$ cat src/rtl/daq_ctrl_if.sv
// AXI4-Lite register-bus bundle for daq_ctrl.
// The slave modport is the DAQ side; master is the processor/bench side.
interface daq_ctrl_if;
  logic [31:0] s00_axi_awaddr;
  logic        s00_axi_awvalid;
  logic        s00_axi_awready;
  logic [31:0] s00_axi_wdata;
  logic [3:0]  s00_axi_wstrb;
  logic        s00_axi_wvalid;
  logic        s00_axi_wready;
  logic [1:0]  s00_axi_bresp;
  logic        s00_axi_bvalid;
  logic        s00_axi_bready;
  logic [31:0] s00_axi_araddr;
  logic        s00_axi_arvalid;
  logic        s00_axi_arready;
  logic [31:0] s00_axi_rdata;
  logic [1:0]  s00_axi_rresp;
  logic        s00_axi_rvalid;
  logic        s00_axi_rready;

  modport slave (
    input  s00_axi_awaddr, s00_axi_awvalid, s00_axi_wdata, s00_axi_wstrb, s00_axi_wvalid,
           s00_axi_bready, s00_axi_araddr, s00_axi_arvalid, s00_axi_rready,
    output s00_axi_awready, s00_axi_wready, s00_axi_bresp, s00_axi_bvalid,
           s00_axi_arready, s00_axi_rdata, s00_axi_rresp, s00_axi_rvalid
  );

  modport master (
    output s00_axi_awaddr, s00_axi_awvalid, s00_axi_wdata, s00_axi_wstrb, s00_axi_wvalid,
           s00_axi_bready, s00_axi_araddr, s00_axi_arvalid, s00_axi_rready,
    input  s00_axi_awready, s00_axi_wready, s00_axi_bresp, s00_axi_bvalid,
           s00_axi_arready, s00_axi_rdata, s00_axi_rresp, s00_axi_rvalid
  );
endinterface

$ cat src/rtl/daq_ctrl.sv
// Two-channel pulse counter with AXI4-Lite control/readout.
// Define DAQ_LIVE_CNT_EN to expose the running counters at 0x10/0x14.
//
// state  | meaning
// W_IDLE | waiting for awvalid & wvalid
// W_ACK  | awready/wready high, register write on this edge
// W_RESP | bvalid held until bready
// R_IDLE | waiting for arvalid
// R_ACK  | arready high, rdata captured on this edge
// R_DATA | rvalid held until rready
module daq_ctrl #(
  parameter int CNT_W = 32
) (
  input  logic      s00_axi_aclk,
  input  logic      s00_axi_areset,
  daq_ctrl_if.slave axi,
  input  logic      I_PROC,
  input  logic      I_ARM,
  input  logic      I_SEL,
  input  logic      I_A0,
  input  logic      I_A1,
  input  logic      I_Z0,
  input  logic      I_Z1,
  output logic      O_ARM,
  output logic      O_SEL,
  output logic      O_A0,
  output logic      O_A1,
  output logic      O_Z0,
  output logic      O_Z1,
  output logic      O_READY_0,
  output logic      O_READY_1,
  output logic      O_OVERFLOW_0,
  output logic      O_OVERFLOW_1
);
  localparam logic [CNT_W-1:0] CNT_MAX = '1;

  typedef enum logic [1:0] {W_IDLE, W_ACK, W_RESP} wr_state_t;
  typedef enum logic [1:0] {R_IDLE, R_ACK, R_DATA} rd_state_t;

  wr_state_t w_state_q, w_state_d;
  rd_state_t r_state_q, r_state_d;

  // pin order: arm, sel, a0, a1, z0, z1
  logic [5:0] sync1_q, sync2_q, dly_q;
  logic [5:0] rise;
  logic       arm_dly_q, arm_rise;

  logic [1:0]            ctrl_q, ctrl_d;
  logic [1:0]            rdy_q, rdy_d, ovf_q, ovf_d;
  logic [1:0][CNT_W-1:0] cnt_q, cnt_d, res_q, res_d;
  logic [CNT_W-1:0]      base_v, inc_v;
  logic [31:0]           rdata_q, rdata_d;
  logic                  we, clr;
  logic [2:0]            waddr, raddr;
  logic [1:0]            a_rise, z_rise;

  assign rise   = sync2_q & ~dly_q;
  assign a_rise = rise[3:2];
  assign z_rise = rise[5:4];

  assign O_ARM = I_PROC ? ctrl_q[0] : sync2_q[0];
  assign O_SEL = I_PROC ? ctrl_q[1] : sync2_q[1];
  assign {O_Z1, O_Z0, O_A1, O_A0} = sync2_q[5:2];
  assign {O_READY_1, O_READY_0}       = rdy_q;
  assign {O_OVERFLOW_1, O_OVERFLOW_0} = ovf_q;
  assign arm_rise = O_ARM & ~arm_dly_q;

  assign waddr = axi.s00_axi_awaddr[4:2];
  assign raddr = axi.s00_axi_araddr[4:2];
  assign we    = (w_state_q == W_ACK) & axi.s00_axi_awvalid & axi.s00_axi_wvalid;
  assign clr   = we & (waddr == 3'd0) & axi.s00_axi_wstrb[0] & axi.s00_axi_wdata[2];

  assign axi.s00_axi_awready = (w_state_q == W_ACK);
  assign axi.s00_axi_wready  = (w_state_q == W_ACK);
  assign axi.s00_axi_bvalid  = (w_state_q == W_RESP);
  assign axi.s00_axi_bresp   = 2'b00;
  assign axi.s00_axi_arready = (r_state_q == R_ACK);
  assign axi.s00_axi_rvalid  = (r_state_q == R_DATA);
  assign axi.s00_axi_rresp   = 2'b00;
  assign axi.s00_axi_rdata   = rdata_q;

  logic unused_bits;
  assign unused_bits = ^{axi.s00_axi_awaddr[31:5], axi.s00_axi_awaddr[1:0],
                         axi.s00_axi_araddr[31:5], axi.s00_axi_araddr[1:0],
                         axi.s00_axi_wdata[31:4], axi.s00_axi_wstrb[3:1]};

  always_comb begin
    w_state_d = w_state_q;
    case (w_state_q)
      W_IDLE: if (axi.s00_axi_awvalid && axi.s00_axi_wvalid) w_state_d = W_ACK;
      W_ACK:  w_state_d = we ? W_RESP : W_IDLE;
      W_RESP: if (axi.s00_axi_bready) w_state_d = W_IDLE;
      default: w_state_d = W_IDLE;
    endcase
  end

  always_comb begin
    r_state_d = r_state_q;
    rdata_d   = rdata_q;
    case (r_state_q)
      R_IDLE: if (axi.s00_axi_arvalid) r_state_d = R_ACK;
      R_ACK: begin
        if (axi.s00_axi_arvalid) begin
          r_state_d = R_DATA;
          case (raddr)
            3'd0:    rdata_d = {30'd0, ctrl_q};
            3'd1:    rdata_d = {28'd0, ovf_q, rdy_q};
            3'd2:    rdata_d = 32'(res_q[0]);
            3'd3:    rdata_d = 32'(res_q[1]);
`ifdef DAQ_LIVE_CNT_EN
            3'd4:    rdata_d = 32'(cnt_q[0]);
            3'd5:    rdata_d = 32'(cnt_q[1]);
`endif
            default: rdata_d = 32'd0;
          endcase
        end else begin
          r_state_d = R_IDLE;
        end
      end
      R_DATA: if (axi.s00_axi_rready) r_state_d = R_IDLE;
      default: r_state_d = R_IDLE;
    endcase
  end

  // W1C is applied first so a same-cycle set event overrides it
  always_comb begin
    ctrl_d = ctrl_q;
    rdy_d  = rdy_q;
    ovf_d  = ovf_q;
    cnt_d  = cnt_q;
    res_d  = res_q;
    base_v = '0;
    inc_v  = '0;
    if (we && waddr == 3'd0 && axi.s00_axi_wstrb[0]) ctrl_d = axi.s00_axi_wdata[1:0];
    if (we && waddr == 3'd1 && axi.s00_axi_wstrb[0]) begin
      rdy_d = rdy_q & ~axi.s00_axi_wdata[1:0];
      ovf_d = ovf_q & ~axi.s00_axi_wdata[3:2];
    end
    for (int ch = 0; ch < 2; ch++) begin
      base_v = arm_rise ? '0 : cnt_q[ch];
      if (arm_rise) cnt_d[ch] = '0;
      if (O_ARM) begin
        inc_v = base_v;
        if (a_rise[ch]) begin
          if (base_v == CNT_MAX) ovf_d[ch] = 1'b1;
          else                   inc_v = base_v + 1'b1;
        end
        if (z_rise[ch]) begin
          res_d[ch] = inc_v;
          cnt_d[ch] = '0;
          rdy_d[ch] = 1'b1;
        end else begin
          cnt_d[ch] = inc_v;
        end
      end
    end
    if (clr) begin
      cnt_d = '0;
      res_d = '0;
      rdy_d = '0;
      ovf_d = '0;
    end
  end

  always_ff @(posedge s00_axi_aclk) begin
    if (s00_axi_areset) begin
      w_state_q <= W_IDLE;
      r_state_q <= R_IDLE;
      sync1_q   <= '0;
      sync2_q   <= '0;
      dly_q     <= '0;
      arm_dly_q <= 1'b0;
      ctrl_q    <= '0;
      rdy_q     <= '0;
      ovf_q     <= '0;
      cnt_q     <= '0;
      res_q     <= '0;
      rdata_q   <= '0;
    end else begin
      w_state_q <= w_state_d;
      r_state_q <= r_state_d;
      sync1_q   <= {I_Z1, I_Z0, I_A1, I_A0, I_SEL, I_ARM};
      sync2_q   <= sync1_q;
      dly_q     <= sync2_q;
      arm_dly_q <= O_ARM;
      ctrl_q    <= ctrl_d;
      rdy_q     <= rdy_d;
      ovf_q     <= ovf_d;
      cnt_q     <= cnt_d;
      res_q     <= res_d;
      rdata_q   <= rdata_d;
    end
  end
endmodule

$ cat src/flat_wrapper.sv
// flat-port wrapper written by rule: the top's interface ports become plain ports
module daq_ctrl_flat 
#(
  parameter int CNT_W = 32
)
  (s00_axi_aclk, s00_axi_areset, I_PROC, I_ARM, I_SEL, I_A0, I_A1, I_Z0, I_Z1, O_ARM, O_SEL, O_A0, O_A1, O_Z0, O_Z1, O_READY_0, O_READY_1, O_OVERFLOW_0, O_OVERFLOW_1, axi_s00_axi_awaddr, axi_s00_axi_awvalid, axi_s00_axi_wdata, axi_s00_axi_wstrb, axi_s00_axi_wvalid, axi_s00_axi_bready, axi_s00_axi_araddr, axi_s00_axi_arvalid, axi_s00_axi_rready, axi_s00_axi_awready, axi_s00_axi_wready, axi_s00_axi_bresp, axi_s00_axi_bvalid, axi_s00_axi_arready, axi_s00_axi_rdata, axi_s00_axi_rresp, axi_s00_axi_rvalid);
  daq_ctrl_if axi_i ();
  input  logic s00_axi_aclk;
  input  logic s00_axi_areset;
  input  logic I_PROC;
  input  logic I_ARM;
  input  logic I_SEL;
  input  logic I_A0;
  input  logic I_A1;
  input  logic I_Z0;
  input  logic I_Z1;
  output logic O_ARM;
  output logic O_SEL;
  output logic O_A0;
  output logic O_A1;
  output logic O_Z0;
  output logic O_Z1;
  output logic O_READY_0;
  output logic O_READY_1;
  output logic O_OVERFLOW_0;
  output logic O_OVERFLOW_1;
  input wire logic [$bits(axi_i.s00_axi_awaddr)-1:0] axi_s00_axi_awaddr;
  input wire logic [$bits(axi_i.s00_axi_awvalid)-1:0] axi_s00_axi_awvalid;
  input wire logic [$bits(axi_i.s00_axi_wdata)-1:0] axi_s00_axi_wdata;
  input wire logic [$bits(axi_i.s00_axi_wstrb)-1:0] axi_s00_axi_wstrb;
  input wire logic [$bits(axi_i.s00_axi_wvalid)-1:0] axi_s00_axi_wvalid;
  input wire logic [$bits(axi_i.s00_axi_bready)-1:0] axi_s00_axi_bready;
  input wire logic [$bits(axi_i.s00_axi_araddr)-1:0] axi_s00_axi_araddr;
  input wire logic [$bits(axi_i.s00_axi_arvalid)-1:0] axi_s00_axi_arvalid;
  input wire logic [$bits(axi_i.s00_axi_rready)-1:0] axi_s00_axi_rready;
  output wire logic [$bits(axi_i.s00_axi_awready)-1:0] axi_s00_axi_awready;
  output wire logic [$bits(axi_i.s00_axi_wready)-1:0] axi_s00_axi_wready;
  output wire logic [$bits(axi_i.s00_axi_bresp)-1:0] axi_s00_axi_bresp;
  output wire logic [$bits(axi_i.s00_axi_bvalid)-1:0] axi_s00_axi_bvalid;
  output wire logic [$bits(axi_i.s00_axi_arready)-1:0] axi_s00_axi_arready;
  output wire logic [$bits(axi_i.s00_axi_rdata)-1:0] axi_s00_axi_rdata;
  output wire logic [$bits(axi_i.s00_axi_rresp)-1:0] axi_s00_axi_rresp;
  output wire logic [$bits(axi_i.s00_axi_rvalid)-1:0] axi_s00_axi_rvalid;
  assign axi_i.s00_axi_awaddr = axi_s00_axi_awaddr;
  assign axi_i.s00_axi_awvalid = axi_s00_axi_awvalid;
  assign axi_i.s00_axi_wdata = axi_s00_axi_wdata;
  assign axi_i.s00_axi_wstrb = axi_s00_axi_wstrb;
  assign axi_i.s00_axi_wvalid = axi_s00_axi_wvalid;
  assign axi_i.s00_axi_bready = axi_s00_axi_bready;
  assign axi_i.s00_axi_araddr = axi_s00_axi_araddr;
  assign axi_i.s00_axi_arvalid = axi_s00_axi_arvalid;
  assign axi_i.s00_axi_rready = axi_s00_axi_rready;
  assign axi_s00_axi_awready = axi_i.s00_axi_awready;
  assign axi_s00_axi_wready = axi_i.s00_axi_wready;
  assign axi_s00_axi_bresp = axi_i.s00_axi_bresp;
  assign axi_s00_axi_bvalid = axi_i.s00_axi_bvalid;
  assign axi_s00_axi_arready = axi_i.s00_axi_arready;
  assign axi_s00_axi_rdata = axi_i.s00_axi_rdata;
  assign axi_s00_axi_rresp = axi_i.s00_axi_rresp;
  assign axi_s00_axi_rvalid = axi_i.s00_axi_rvalid;
  daq_ctrl #(.CNT_W(CNT_W)) u_core (.s00_axi_aclk(s00_axi_aclk), .s00_axi_areset(s00_axi_areset), .axi(axi_i), .I_PROC(I_PROC), .I_ARM(I_ARM), .I_SEL(I_SEL), .I_A0(I_A0), .I_A1(I_A1), .I_Z0(I_Z0), .I_Z1(I_Z1), .O_ARM(O_ARM), .O_SEL(O_SEL), .O_A0(O_A0), .O_A1(O_A1), .O_Z0(O_Z0), .O_Z1(O_Z1), .O_READY_0(O_READY_0), .O_READY_1(O_READY_1), .O_OVERFLOW_0(O_OVERFLOW_0), .O_OVERFLOW_1(O_OVERFLOW_1));
endmodule
$ cat config.mk
export PLATFORM = sky130hd
export DESIGN_NAME = daq_ctrl_flat
export DESIGN_NICKNAME = d
export VERILOG_FILES = /design/src/rtl/daq_ctrl_if.sv /design/src/rtl/daq_ctrl.sv /design/src/flat_wrapper.sv
export SDC_FILE = /design/constraint.sdc
export NUM_CORES = 1
export LEC_CHECK = 0
export BUFFER_PORTS_ARGS = -buffer_cell sky130_fd_sc_hd__buf_2
export CAP_MARGIN = 20
export CORE_UTILIZATION = 45
export CTS_BUF_LIST = sky130_fd_sc_hd__clkbuf_8 sky130_fd_sc_hd__clkbuf_16
export DETAILED_ROUTE_END_ITERATION = 6
export PLACE_DENSITY = 0.65
export SKIP_CTS_REPAIR_TIMING = 1
export SLEW_MARGIN = 5
export SYNTH_ARGS = -nofsm -noshare
export SYNTH_HDL_FRONTEND = slang
export SYNTH_SLANG_ARGS = --single-unit
$ cat constraint.sdc
create_clock -name s00_axi_aclk -period 5.29 [get_ports s00_axi_aclk]
set_clock_uncertainty 0.1 [all_clocks]
set_input_delay 0.2645 -clock s00_axi_aclk [delete_from_list [all_inputs] [get_ports s00_axi_aclk]]
set_output_delay 0.2645 -clock s00_axi_aclk [all_outputs]
set_load 0.1 [all_outputs]
After elaboration in Yosys (flattened, before gate mapping)
Cells that the tools add are included.
Cells by class
  add/sub/neg operators: 2
  eq/ne operators: 14
  multiplexer cells: 33
  bitwise gates (word level): 13
  reduce and logical (&&, ||, !) cells: 15
Operators by type and width (number)
  $mux W32: 10
  $pmux W32 S4: 1
  $add A32 B1 Y32 const B: 2
  $eq A32 B32 Y1 const B: 2
  $mux W2: 8
  $mux W1: 12
  $pmux W2 S3: 2
  $reduce_and A2 Y1: 5
  $and A1 B1 Y1: 6
  $and A6 B6 Y6: 1
  $eq A3 B1 Y1 const B: 2
  $eq A3 B2 Y1 const B: 2
  $logic_not A3 Y1: 2
  $ne A2 B2 Y1 const B: 3
  $not A6 Y6: 1
  $logic_and A1 B1 Y1: 5
  $and A2 B2 Y2: 2
  $eq A2 B1 Y1 const B: 2
  $eq A2 B2 Y1 const B: 2
  $logic_not A2 Y1: 2
  $not A2 Y2: 2
  $ne A2 B1 Y1 const B: 1
  $reduce_or A2 Y1: 1
  $not A1 Y1: 1
Word-level totals
  register bits after elaboration: 189
  word-level logic and storage cells: 91

Longest topological paths before layout
Gate-level depths: netlist of the first run.
  depth in word-level cells: 9
  mapped depth: 9
  mapped depth without buffers: 7

Worst setup path after synthesis of the first run
OpenSTA, ideal clock, no wires.
  kind: register to register
  start point: register u_core.sync2_q[2]
  end point: register u_core.cnt_q[30] (netlist name)
  data arrival time: 2530 ps
  data required time: 5116 ps
  slack: 2586 ps
  cell stages (with the launch flop): 7
  cells stage by stage: dfxtp_1 > nand2b_1 > clkbuf_1 > or3_4 > or4_4 > a211o_1 > a31oi_1
On the way
  word-level cells in the longest chain between the ends: 4
RTL lines
  start, declared: line daq_ctrl.sv:44  | logic [5:0] sync1_q, sync2_q, dly_q;
  start signal, assigned: line daq_ctrl.sv:183  | sync2_q <= sync1_q;
  $and A6 B6 Y6: line daq_ctrl.sv:57  | assign rise = sync2_q & ~dly_q;
  $mux W32: line daq_ctrl.sv:144  | if (a_rise[ch]) begin
  $mux W32: line daq_ctrl.sv:148  | if (z_rise[ch]) begin
  $mux W32: line daq_ctrl.sv:142  | if (O_ARM) begin
  end signal, assigned: line daq_ctrl.sv:189  | cnt_q <= cnt_d;
  end, declared: line daq_ctrl.sv:50  | logic [1:0][CNT_W-1:0] cnt_q, cnt_d, res_q, res_d;
No other way between the ends.
A chain may end at the register's enable or synchronous reset.

Worst setup path in the final report of the first run
  start point: register u_core.arm_dly_q
  end point: register u_core.cnt_q[36] (netlist name)
On the way
  word-level cells in the longest chain between the ends: 8
  elaborated cells on any way between the ends: 9
RTL lines
  start, declared: line daq_ctrl.sv:46  | logic arm_dly_q, arm_rise;
  start signal, assigned: line daq_ctrl.sv:172  | arm_dly_q <= 1'b0;
  start signal, assigned: line daq_ctrl.sv:185  | arm_dly_q <= O_ARM;
  $not A1 Y1 *: line daq_ctrl.sv:66  | assign arm_rise = O_ARM & ~arm_dly_q;
  $and A1 B1 Y1 *: line daq_ctrl.sv:66
  $mux W32 *
  $add A32 B1 Y32 / $eq A32 B32 Y1 (equally long branches): line daq_ctrl.sv:146, daq_ctrl.sv:145
  $mux W32: line daq_ctrl.sv:145  | if (base_v == CNT_MAX) ovf_d[ch] = 1'b1;
  $mux W32: line daq_ctrl.sv:144
  $mux W32: line daq_ctrl.sv:148
  $mux W32 *: line daq_ctrl.sv:142
Every way passes the cells marked *; elsewhere a longest branch is shown, timed or not.

==> summary.txt, run 1 <==
Status
  • Status: finished, violations left
  • Violated checks: hold timing

Pwr
  • Clock power share: 0.436
  • Overall power: between 3 and 4 mW
  • Sw power: 877 uW
  • Pwr/cell area: 290 nW/um2
  • Reg power frac: 0.478
  • Cell Int Power: roughly 2.1 mW
  • Comb power frac: 0.086
  • Switching share of total power: 0.292
  • VDD IR max: 0.226 mV
  • Static leakage: 3.69 nW

Route
  • DR vias: 8,542
  • Vias/cell: between 6 and 7
  • Total wire length: 27.3 mm
  • DR WL/cell: 19.2 um
  • Residual DRC count: 0
  • Drt first pass iters: 6
  • DRT iter0 DRCs: 774
  • Final ANT Viol Nets: 0

STA
  • RSZ-0062 raised after global routing: no
  • TNS Setup: 0 ns
  • Post-route setup slack: 1.62 ns
  • Fmax: 272 MHz
  • Tcrit/Tclk final: 0.695
  • Relative slew slack: 0.298
  • Slew @ Worst Pin: 1.05 ns
  • Min Tclk post-route: 3.67 ns
  • Final Hold Fails: 3
  • Max-slew violation count: 0
  • Worst hold slack: -0.0130 ns
  • Final setup violation count: 0

Finish
  • Post-route cell area: 10,400 um2
  • Synth-to-Final Area Change: 13.3%
  • Fillers: around 1,800
  • Register Area: 3740 um2
  • Final net count: ~1,300
  • Proportion of layout cells with a drive suffix above 1: 0.147
  • # diodes: 0
  • Multi-input logic area: 5020 um2
  • Finished Layout Cells: 1,423

Hold path
  • Hold depth: 3
  • Hold endpoint: u_core.w_state_q[1]$_SDFFE_PP0P_
  • Hold Path Origin: axi_s00_axi_bready
  • Hold Crit Class: input pin to flop

Placement
  • Routability cong.: 0.907
  • Placed cells: 1,380
  • Dpl ws: 1.70 ns
  • PortBufs: 71
  • DP Area: 9640 um2
  • Final HPWL DP: 19.1 mm

Yosys
  • Commonest cells post-synth: dfxtp_1, nand2_1, o21ai_0
  • Top-count cell post-synth: dfxtp_1
  • Mean Syn Cell Area: 8.27 um2
  • Post-synth EDFFs: 0
  • Ys flop type: dfxtp_1
  • Synth warn: 0
  • Mapped cell area: 9150 um2
  • Cell taking the most area after synthesis: dfxtp_1
  • Synth top area share: 0.409
  • Cell count after synthesis: between 1,000 and 1,500
  • Seq cells post-synth: 187
  • Area contributors post-synth: dfxtp_1, nand2_1, o21ai_0
  • Asr flop ratio synth: 0
  • Yosys cell types: 82
  • Sequential fraction of the synthesis area: 0.409

Worst setup path
  • Setup crit end kind: flop
  • Cell count of the worst reg-to-reg path: 7
  • Reg2Reg Capture Point: u_core.cnt_q[36]$_SDFF_PP0_
  • Worst EP arrival: 3.95 ns
  • Register-to-Register Setup Slack: roughly 1.6 ns
  • Worst EP required: 5.57 ns
  • Worst Setup Path Type: flop to flop
  • R2R Path Start: u_core.arm_dly_q$_SDFF_PP0_
  • Setup crit start kind: flop
  • Worst Path Max Fanout: 21

Clock tree
  • CTS Buf Count: 17
  • H-tree Lvls: 4
  • Worst skew pair latency: 0.44 ns
  • Clock transition at path regs: about 0.08 ns
  • CTS tree: done
  • Root buffer cell: clkbuf_16
  • Clock sink count: 187
  • Worst-case clock buffer depth: 2

Global route
  • Largest net degree at the start of global routing: 57
  • Number of global-route vias before repair: ~7,300
  • Initial antenna violation count: 0
  • First-pass GRT wire length: 41.3 mm
  • Total grt overflow: 0
  • Gr usage total: 0.263

Die
  • Die H: roughly 140 um
  • CORE AREA: between 15,000 and 20,000 um2
  • Top Ports: 165
  • # rows: 51
  • Initial Util: 0.464
  • Die span in x: ~140 um
  • Die area: 20,900 um2

Flow run
  • Maxcap violations: 0
## through the flow
step,util,hold WS (ns)
3_5_place_dp,0.489,0.322
6_report,0.526,-0.0130
3_3_place_gp,0.489,0.315
2_1_floorplan,-,0.284
5_1_grt,0.526,0.00745
4_1_cts,0.521,-0.0801
## routing by layer
layer,vias up,GRT usage,wire length (um)
met5,-,0,0
met4,0,0.0837,461
met3,35,0.0563,2750
met2,397,0.399,11800
met1,3997,0.371,12200
li1,4113,-,-
## cell type report
| class | instances | share of cell area |
|---|---|---|
| multi-input cells | 823 | 0.484 |
| flip-flops and latches | 187 | 0.361 |
| repair buffers | 99 | 0.0569 |
| clock buffers | 17 | 0.0410 |
| well taps | 265 | 0.0320 |
| clock inverters | 15 | 0.0189 |
| inverters | 17 | 0.00639 |
## kinds of logic after synthesis
family                 share of synthesized area
flip-flops                                 0.409
buffers and inverters                     0.0469
AND/OR/NAND/NOR                            0.254
other                                   0.000410
XOR/XNOR                                  0.0354
AO/OA/AOI/OAI                              0.213
multiplexers                              0.0420
## critical path, cell delays in order (launching register included)
cell and delay [ns]:
dfxtp_1 0.31, buf_4 0.29, clkinv_1 0.46, nand2_1 0.71
buf_4 0.39, nand3_1 0.65, or3_1 0.59, o21ai_1 0.08
## power groups by stage
| stage | logic, mW | clock network (mW) | registers, mW |
|---|---|---|---|
| 5_1_grt | 0.273 | 1.39 | 1.44 |
| 2_1_floorplan | 0.111 | 0 | 1.55 |
| 4_1_cts | 0.251 | 1.33 | 1.43 |
| 6_report | 0.259 | 1.31 | 1.43 |
| 3_3_place_gp | 0.249 | 0 | 1.47 |
| 3_5_place_dp | 0.250 | 0 | 1.47 |
## layout by cell type, fill, tap and decap left out, drive strengths merged, types with 4 or more instances in the layout
cell type	count
and3	15
o311ai	4
xnor2	17
a21o	15
nor3b	8
or4	7
and4	7
a31o	4
nand2	131
o211ai	6
mux2i	18
dlygate4sd3	10
a31oi	25
nor2	82
nand2b	7
a221oi	28
a211oi	5
nand3b	4
clkinv	9
buf	89
a21oi	65
xor2	20
or3	10
nor4	19
a22oi	6
conb	4
nand3	44
nor3	55
mux2	13
clkbuf	17
a22o	5
nand4	26
inv	23
o31ai	6
o21ai	94
dfxtp	187
nor2b	24
## worst max-delay path by stage
stage | slack [ns] | endpoint | from | depth (start not counted)
after floorplan | 2.59 | u_core.cnt_q[30]$_SDFF_PP0_ | u_core.sync2_q[2]$_SDFF_PP0_ | 6
after global placement | 1.76 | u_core.cnt_q[36]$_SDFF_PP0_ | u_core.arm_dly_q$_SDFF_PP0_ | 7
after detailed placement | 1.70 | u_core.cnt_q[36]$_SDFF_PP0_ | u_core.arm_dly_q$_SDFF_PP0_ | 7
after CTS | 1.66 | u_core.cnt_q[36]$_SDFF_PP0_ | u_core.arm_dly_q$_SDFF_PP0_ | 7
after global routing | 1.45 | u_core.cnt_q[36]$_SDFF_PP0_ | u_core.arm_dly_q$_SDFF_PP0_ | 7
final | 1.62 | u_core.cnt_q[36]$_SDFF_PP0_ | u_core.arm_dly_q$_SDFF_PP0_ | 7
## flip-flops by register name, summed over array words and instances, names as in the netlist, 4 cells and up
signal                    flops
u_core.cnt_q                 64
u_core.res_q                 64
u_core.axi.s00_axi_rdata     32
u_core.sync1_q                6
u_core.sync2_q                6
u_core.dly_q                  4
Note: power is estimated with default switching activity, not from simulation.
==> run 2, diff against run 1 <==
PLACE_DENSITY = 0.67   (was 0.65)
clock period = 3 ns   (was 5.29 ns; I/O delays follow)
==> run 2 against run 1 <==
Net effect: cell area grew 3.1%; flip-flop and latch count is the same; combinational power grew 81%; register-to-register slack lost 1.5 ns; setup slack lost 1.5 ns; first-iteration DRC count shrank 5.2%; die area is the same; the run now ends clean; fmax grew 30%; worst hold slack gained 0.048 ns; critical endpoint is now u_core.cnt_q[27]$_SDFF_PP0_; global-route usage grew 0.59 points.
==> summary.txt, run 2 (synthesis results as in run 1) <==
Placement
  • PortBufs: 71 (unchanged)
  • Final HPWL DP: 19.8 mm (was 19.1 mm)
  • Routability cong.: 0.927 (was 0.907)
  • Dpl ws: 0.324 ns (was 1.70 ns)

Route
  • Residual DRC count: 0 (unchanged)
  • DRT iter0 DRCs: 734 (was 774)
  • Vias/cell: 5.96 (was 6.00)
  • DR vias: 8,698 (was 8,542)
  • DR WL/cell: 19.0 um (was 19.2 um)
  • Drt first pass iters: 7 (was 6)
  • Total wire length: 27.8 mm (was 27.3 mm)
  • Final ANT Viol Nets: 0 (unchanged)

STA
  • Slew @ Worst Pin: 0.990 ns (was 1.05 ns)
  • TNS Setup: 0 ns (unchanged)
  • Tcrit/Tclk final: 0.945 (was 0.695)
  • Max-slew violation count: 0 (unchanged)
  • Final Hold Fails: 0 (was 3)
  • Post-route setup slack: 0.165 ns (was 1.62 ns)
  • RSZ-0062 raised after global routing: no (unchanged)
  • Worst hold slack: 0.0354 ns (was -0.0130 ns)
  • Final setup violation count: 0 (unchanged)
  • Relative slew slack: 0.340 (was 0.298)
  • Min Tclk post-route: 2.83 ns (was 3.67 ns)
  • Fmax: 353 MHz (was 272 MHz)

Clock tree
  • Clock sink count: 187 (unchanged)
  • CTS tree: done (unchanged)
  • Clock transition at path regs: 0.08 ns (about the same)
  • Worst-case clock buffer depth: 2 (unchanged)
  • CTS Buf Count: 17 (unchanged)
  • H-tree Lvls: 4 (unchanged)
  • Root buffer cell: clkbuf_16 (unchanged)
  • Worst skew pair latency: 0.44 ns (about the same)

Worst setup path
  • Reg2Reg Capture Point: u_core.cnt_q[27]$_SDFF_PP0_ (was u_core.cnt_q[36]$_SDFF_PP0_)
  • Critical Path Source: u_core.ctrl_q[0]$_SDFFE_PP0P_ (was u_core.arm_dly_q$_SDFF_PP0_)
  • Cell count of the worst reg-to-reg path: 7 (unchanged)
  • R2R Path Start: u_core.ctrl_q[0]$_SDFFE_PP0P_ (was u_core.arm_dly_q$_SDFF_PP0_)
  • Register-to-Register Setup Slack: 0.17 ns (was 1.62 ns)
  • Worst EP arrival: 3.06 ns (was 3.95 ns)
  • Setup crit end kind: flop (unchanged)
  • Worst Setup Path Type: flop to flop (unchanged)
  • Worst Path Max Fanout: 13 (was 21)
  • Setup crit start kind: flop (unchanged)
  • Worst EP required: 3.23 ns (was 5.57 ns)

Global route
  • Number of global-route vias before repair: 7,676 (was 7,348)
  • Gr usage total: 0.269 (was 0.263)
  • Initial antenna violation count: 0 (unchanged)
  • First-pass GRT wire length: 42.4 mm (was 41.3 mm)
  • Largest net degree at the start of global routing: 56 (was 57)
  • Total grt overflow: 0 (unchanged)

Hold path
  • Hold endpoint: u_core.axi.s00_axi_rdata[0]$_SDFFE_PP0P_ (was u_core.w_state_q[1]$_SDFFE_PP0P_)
  • Hold Path Origin: axi_s00_axi_araddr[4] (was axi_s00_axi_bready)
  • Hold depth: 4 (was 3)
  • Hold Crit Class: input pin to flop (unchanged)

Status
  • Status: finished clean (was finished, violations left)

Pwr
  • Overall power: 5.42 mW (was 3.00 mW)
  • Pwr/cell area: 506 nW/um2 (was 290 nW/um2)
  • Static leakage: 3.88 nW (was 3.69 nW)
  • VDD IR max: 0.401 mV (was 0.226 mV)

Finish
  • Most common cell after layout, fill and taps aside: dfxtp_1 (unchanged)
  • Final net count: 1,295 (was 1,259)
  • Fillers: 1,857 (was 1,819)
  • Synth-to-Final Area Change: 16.8% (was 13.3%)
  • Proportion of layout cells with a drive suffix above 1: 0.168 (was 0.147)
  • Commonest non-fill, non-tap cells in the layout: dfxtp_1, nand2_1, o21ai_0 (unchanged)
  • # diodes: 0 (unchanged)

Die
  • Die span in x: 145 um (unchanged)
  • CORE AREA: 19,700 um2 (unchanged)
  • Die area: 20,900 um2 (unchanged)
  • Top Ports: 165 (unchanged)
  • # rows: 51 (unchanged)
  • Initial Util: 0.464 (unchanged)
  • Die H: 145 um (unchanged)

Flow run
  • Maxcap violations: 0 (unchanged)
-- run 2: worst max path at each step --
stage               depth (start not counted)                       endpoint  slack, ns
floorplan                                   6    u_core.cnt_q[30]$_SDFF_PP0_       0.30
global placement                            7  u_core.res_q[32]$_SDFFE_PP0P_       0.36
detailed placement                          7  u_core.res_q[16]$_SDFFE_PP0P_       0.32
CTS                                         7  u_core.res_q[16]$_SDFFE_PP0P_       0.30
global route                                7  u_core.res_q[32]$_SDFFE_PP0P_       0.10
finish                                      7    u_core.cnt_q[27]$_SDFF_PP0_       0.17
-- run 2: stage by stage --
stage                     instance area, um2  utilization  cells
final                                  10700        0.542   1459
after global routing                   10700        0.542   1459
after CTS                              10500        0.534   1443
after detailed placement                9890        0.501   1411
after global placement                  9890        0.501   1411
after floorplan                         9160            -   1110
-- run 2: worst max-delay path, stage by stage, from the launching register on --
cell and delay, ns:
dfxtp_1 0.40, mux2i_4 0.28, buf_4 0.26, o2111ai_4 0.17, or3_4 0.40, nor4_1 0.64
o21ai_0 0.17, mux2_2 0.29
-- run 2: layout make-up --
type / instances / area (um2) / share of cell area
well taps: 265 / 332 / 0.0310
repair buffers: 135 / 886 / 0.0828
inverters: 17 / 66.3 / 0.00620
clock inverters: 15 / 224 / 0.0209
flip-flops and latches: 187 / 3740 / 0.350
clock buffers: 17 / 425 / 0.0398
multi-input cells: 823 / 5020 / 0.469
-- run 2: where the power goes --
group,leakage (nW),switching [mW],internal (mW)
Combinational,2.06,0.362,0.106
Sequential,1.51,0.0172,2.51
Clock,0.310,1.24,1.18
Total,3.88,1.62,3.80
-- run 2: routing by layer --
layer,vias to the layer above,routed length [um],GRT usage
met5,-,0,0
met1,4123,12700,0.377
li1,4198,-,-
met2,335,12100,0.406
met4,0,912,0.0986
met3,42,2100,0.0553
